<file path="src/rtl/counter_seq_ctrl.sv">
`default_nettype none
// ============================================================================
// Module   : counter_seq_ctrl
// Purpose  : Two-port round-robin job sequencer driving a shared up/down
//            loadable counter through load / run / done phases.
// Revision : 1.0 - initial release
// ============================================================================
module counter_seq_ctrl #(
    parameter int WIDTH = 4
) (
    input  logic             clk,
    input  logic             reset,
    input  logic             req0_valid,
    output logic             req0_ready,
    input  logic [WIDTH-1:0] req0_start,
    input  logic [WIDTH-1:0] req0_stop,
    input  logic             req0_dir,
    input  logic             req1_valid,
    output logic             req1_ready,
    input  logic [WIDTH-1:0] req1_start,
    input  logic [WIDTH-1:0] req1_stop,
    input  logic             req1_dir,
    input  logic             abort,
    output logic             cnt_load,
    output logic [WIDTH-1:0] cnt_data,
    output logic             cnt_up_down,
    output logic             cnt_en,
    input  logic [WIDTH-1:0] cnt_count,
    output logic             busy,
    output logic             done_valid,
    output logic             done_id,
    output logic             done_abort
);

    typedef enum logic [1:0] {
        ST_IDLE = 2'd0,
        ST_LOAD = 2'd1,
        ST_RUN  = 2'd2,
        ST_DONE = 2'd3
    } state_t;

    state_t           r_state;
    state_t           w_next_state;
    logic             r_last_grant;
    logic [WIDTH-1:0] r_start;
    logic [WIDTH-1:0] r_stop;
    logic             r_dir;
    logic             r_id;
    logic             r_abort;

    logic             w_grant0;
    logic             w_grant1;
    logic             w_accept;
    logic             w_set_abort;

    // With both requesting, the one not served most recently wins.
    assign w_grant0   = req0_valid && (!req1_valid || r_last_grant);
    assign w_grant1   = req1_valid && (!req0_valid || !r_last_grant);
    assign req0_ready = !reset && (r_state == ST_IDLE) && w_grant0;
    assign req1_ready = !reset && (r_state == ST_IDLE) && w_grant1;
    assign w_accept   = req0_ready || req1_ready;

    assign busy       = (r_state != ST_IDLE);
    assign done_valid = (r_state == ST_DONE);
    assign done_id    = done_valid && r_id;
    assign done_abort = done_valid && r_abort;

    always_comb begin
        w_next_state = r_state;
        w_set_abort  = 1'b0;
        cnt_load     = 1'b0;
        cnt_en       = 1'b0;
        cnt_data     = '0;
        cnt_up_down  = 1'b0;
        case (r_state)
            ST_IDLE: begin
                if (w_accept) begin
                    w_next_state = ST_LOAD;
                end
            end
            ST_LOAD: begin
                cnt_data    = r_start;
                cnt_up_down = r_dir;
                cnt_load    = !abort;
                if (abort) begin
                    w_next_state = ST_DONE;
                    w_set_abort  = 1'b1;
                end else begin
                    w_next_state = ST_RUN;
                end
            end
            ST_RUN: begin
                cnt_up_down = r_dir;
                cnt_en      = (cnt_count != r_stop) && !abort;
                if (abort) begin
                    w_next_state = ST_DONE;
                    w_set_abort  = 1'b1;
                end else if (cnt_count == r_stop) begin
                    w_next_state = ST_DONE;
                end
            end
            ST_DONE: begin
                w_next_state = ST_IDLE;
            end
            default: begin
                w_next_state = ST_IDLE;
            end
        endcase
    end

    always_ff @(posedge clk) begin
        if (reset) begin
            r_state      <= ST_IDLE;
            r_last_grant <= 1'b1;
            r_start      <= '0;
            r_stop       <= '0;
            r_dir        <= 1'b0;
            r_id         <= 1'b0;
            r_abort      <= 1'b0;
        end else begin
            r_state <= w_next_state;
            if (w_accept) begin
                r_start      <= req1_ready ? req1_start : req0_start;
                r_stop       <= req1_ready ? req1_stop  : req0_stop;
                r_dir        <= req1_ready ? req1_dir   : req0_dir;
                r_id         <= req1_ready;
                r_last_grant <= req1_ready;
                r_abort      <= 1'b0;
            end
            if (w_set_abort) begin
                r_abort <= 1'b1;
            end
        end
    end

endmodule
`default_nettype wire

</file>
<file path="config.mk">
export PLATFORM = sky130hd
export DESIGN_NAME = counter_seq_ctrl
export DESIGN_NICKNAME = d
export VERILOG_FILES = /design/src/rtl/counter_seq_ctrl.sv
export SDC_FILE = /design/constraint.sdc
export NUM_CORES = 1
export LEC_CHECK = 0
export BUFFER_PORTS_ARGS = -buffer_cell sky130_fd_sc_hd__buf_2
export CORE_MARGIN = 8
export CORE_UTILIZATION = 45
export DETAILED_ROUTE_END_ITERATION = 12
export GPL_TIMING_DRIVEN = 0
export PLACE_DENSITY_LB_ADDON = 0.2
export SYNTH_ARGS = -nofsm -noshare
export SYNTH_HDL_FRONTEND = slang
export SYNTH_SLANG_ARGS = --single-unit
</file>
<file path="constraint.sdc">
create_clock -name clk -period 2.7 [get_ports clk]
set_input_delay 0.405 -clock clk [delete_from_list [all_inputs] [get_ports clk]]
set_output_delay 0.405 -clock clk [all_outputs]
set_load 0.05 [all_outputs]
</file>
==> out/metrics.cfg <==
[status]
outcome = finished clean

[clocking]
cts_setup_buffers = 0
tritoncts = built
clockBufferDepth = 2
cts.sinks = 14
numCtsBuffers = 3
cts_root_buffer = clkbuf_4
cts_resized = 0
hold_buffers = 0
insertion_delay_ns = 0.28
htree_levels = 1
clk_pin_slew_ns = 0.09

[routing]
totalWireLength_um = 2030
vias_per_cell = 4.91
drt-initial-drc-count = 7
wire_per_inst_um = 12.6
drc = 0
dr.pass1.iters = 4
dr_total_vias = 790
ant_nets = 0

[setup_path]
worstPathRequired_ns = 2.30
end_kind = primary output
worst-path-max-fanout = 10
rr_endpoint = r_start[3]$_SDFFE_PP0P_
reg2reg_from = r_state[0]$_SDFFE_PP0P_
start_kind = flop
ff2ff_path_depth = 7
critPathKind = reg -> out
arrival_ns = 1.85
regToRegSetupSlack_ns = 0.98

[timing]
tns_ns = 0
drv_slew = 0
clock-skew-final_ns = 0.000514
setup_viol = 0
fmax_mhz = 443
period_minus_slack_ns = 2.26
slew_headroom_pct = 67.8
rsz0062_at_grt = no
worst_pin_slew_ns = 0.483
finalCritPeriodShare_pct = 83.6
hold_violations = 0

[floorplan]
fp.dieW_um = 59.5
rows = 15
initial_core_util_pct = 48.8
io_pins = 40
core_area_um2 = 1750
die-area_um2 = 3540
die_y_um = 59.5

[synth]
netlist_top_cells_area = dfxtp_1 (33%), mux2i_1 (11%), a211oi_1 (7.9%)
syn_inst = 94
yosys_warnings = 0
synth_area_um2 = 852
syn-num-nets = 126
synth.largest_area_cell = dfxtp_1
synth_cell_type_count = 28
ys_seq_elements = 14
avgSynthCellArea_um2 = 9.06
ys_seq_area_share_pct = 32.9
yosys.area.top_type_share_pct = 32.9

[grt]
antenna_found_initial = 0
overflow = 0
grt_first_pass_wirelength_um = 3430
grt_pass1_vias = 810
grt.total_usage_pct = 12.6
grt_max_degree = 11

[finish]
antenna_cells = 0
final_common_cell = buf_2
final_nets = 169
design_area_um2 = 1110
area_growth_pct = 30.2
final_cells = 161
multi_input_area_um2 = 523
final_cell_mix = buf_2 (38), dfxtp_1 (14), nor2_1 (10)
fillers = 164
regArea_um2 = 280
utilization_pct = 63.6
layout-drive-gt1-share_pct = 37.5

[pwr]
irDropWorstVdd_mv = 0.519
power_density_nw_per_um2 = 954
totalPowerFinal_w = 0.00106
power.leakage_nw = 0.576

[placed_design]
gp_congestion = 0.835
dp_hpwl_um = 1670
placed_cell_area_um2 = 1070
dp_cells = 157
port_buffers = 38

[flow_run]
max_cap_viol_count = 0

[hold_path]
hold_path_depth = 2
worstHoldPathType = in -> reg
hold_path.startpoint = reset
min_to = r_start[2]$_SDFFE_PP0P_

-- registers in the layout, indices dropped and copies added, names as in the netlist --
| register | flops |
|---|---|
| r_abort | 1 |
| r_dir | 1 |
| r_id | 1 |
| r_last_grant | 1 |
| r_start | 4 |
| r_state | 2 |
| r_stop | 4 |
-- synth_stat cells (all sizes together) --
cell type and count:
nand3 1, o21ai 3, mux2i 9, inv 5
nor3 1, clkbuf 1, a41oi 1, and3 2
xnor2 4, ha 5, dfxtp 14, buf 3
nand2 5, a211oi 10, a21oi 2, nor2 11
nand2b 3, o211ai 1, and2 7, o31ai 1
nand3b 2, o21a 1, nor2b 2
-- how the worst max path moves through the flow --
stage               cells after the start         end               startpoint
detailed placement                      7  req1_ready  r_state[0]$_SDFFE_PP0P_
floorplan                               6  req1_ready  r_state[0]$_SDFFE_PP0P_
CTS                                     7  req1_ready  r_state[0]$_SDFFE_PP0P_
finish                                  7  req1_ready  r_state[0]$_SDFFE_PP0P_
global route                            7  req1_ready  r_state[1]$_SDFFE_PP0P_
global placement                        7  req1_ready  r_state[0]$_SDFFE_PP0P_
-- per-stage QoR --
stage / hold slack, ns / worst slack [ns]
2_1_floorplan: 0.424 / 0.855
3_3_place_gp: 0.438 / 0.779
3_5_place_dp: 0.442 / 0.753
4_1_cts: 0.335 / 0.434
5_1_grt: 0.336 / 0.313
6_report: 0.339 / 0.444
-- power by group --
part	internal (W)	leakage (nW)	switching, W
Sequential	0.000271	0.116	0.0000400
Clock	0.0000821	0.0210	0.0000712
Combinational	0.000213	0.440	0.000382
-- routing by layer --
metal	part of all wire, %	up-vias	routed length [um]	GRT usage, %
met5	0	-	0	0
met1	44	355	890	13.8
met3	5.4	4	110	4.34
li1	-	408	-	-
met2	49	23	994	21.0
met4	1.5	0	30	6.12
-- kinds of logic (layout without fill, tap and decap cells) --
group	after synthesis	in the layout	synth area share [%]
XOR/XNOR	4	4	4.11
flip-flops	14	14	32.9
adder cells (fa/ha/maj)	5	5	7.34
buffers and inverters	9	51	5.72
AO/OA/AOI/OAI	19	19	16.9
multiplexers	9	9	10.6
AND/OR/NAND/NOR	34	34	22.5
-- cell type report --
class,count,area share (%)
multi-input combinational,71,47.1
sequential,14,25.3
timing repair buffer,38,17.1
clock buffer,4,3.27
tap,25,2.82
buffer,4,2.71
inverter,5,1.69
-- worst max-delay path, cell delays in order, from the launching register on --
cell	delay [ns]
dfxtp_1	0.34
inv_1	0.14
ha_1	0.26
nor2b_1	0.21
nand3_2	0.11
buf_4	0.20
inv_1	0.06
buf_2	0.25
Note: power is estimated with default switching activity, not from simulation.
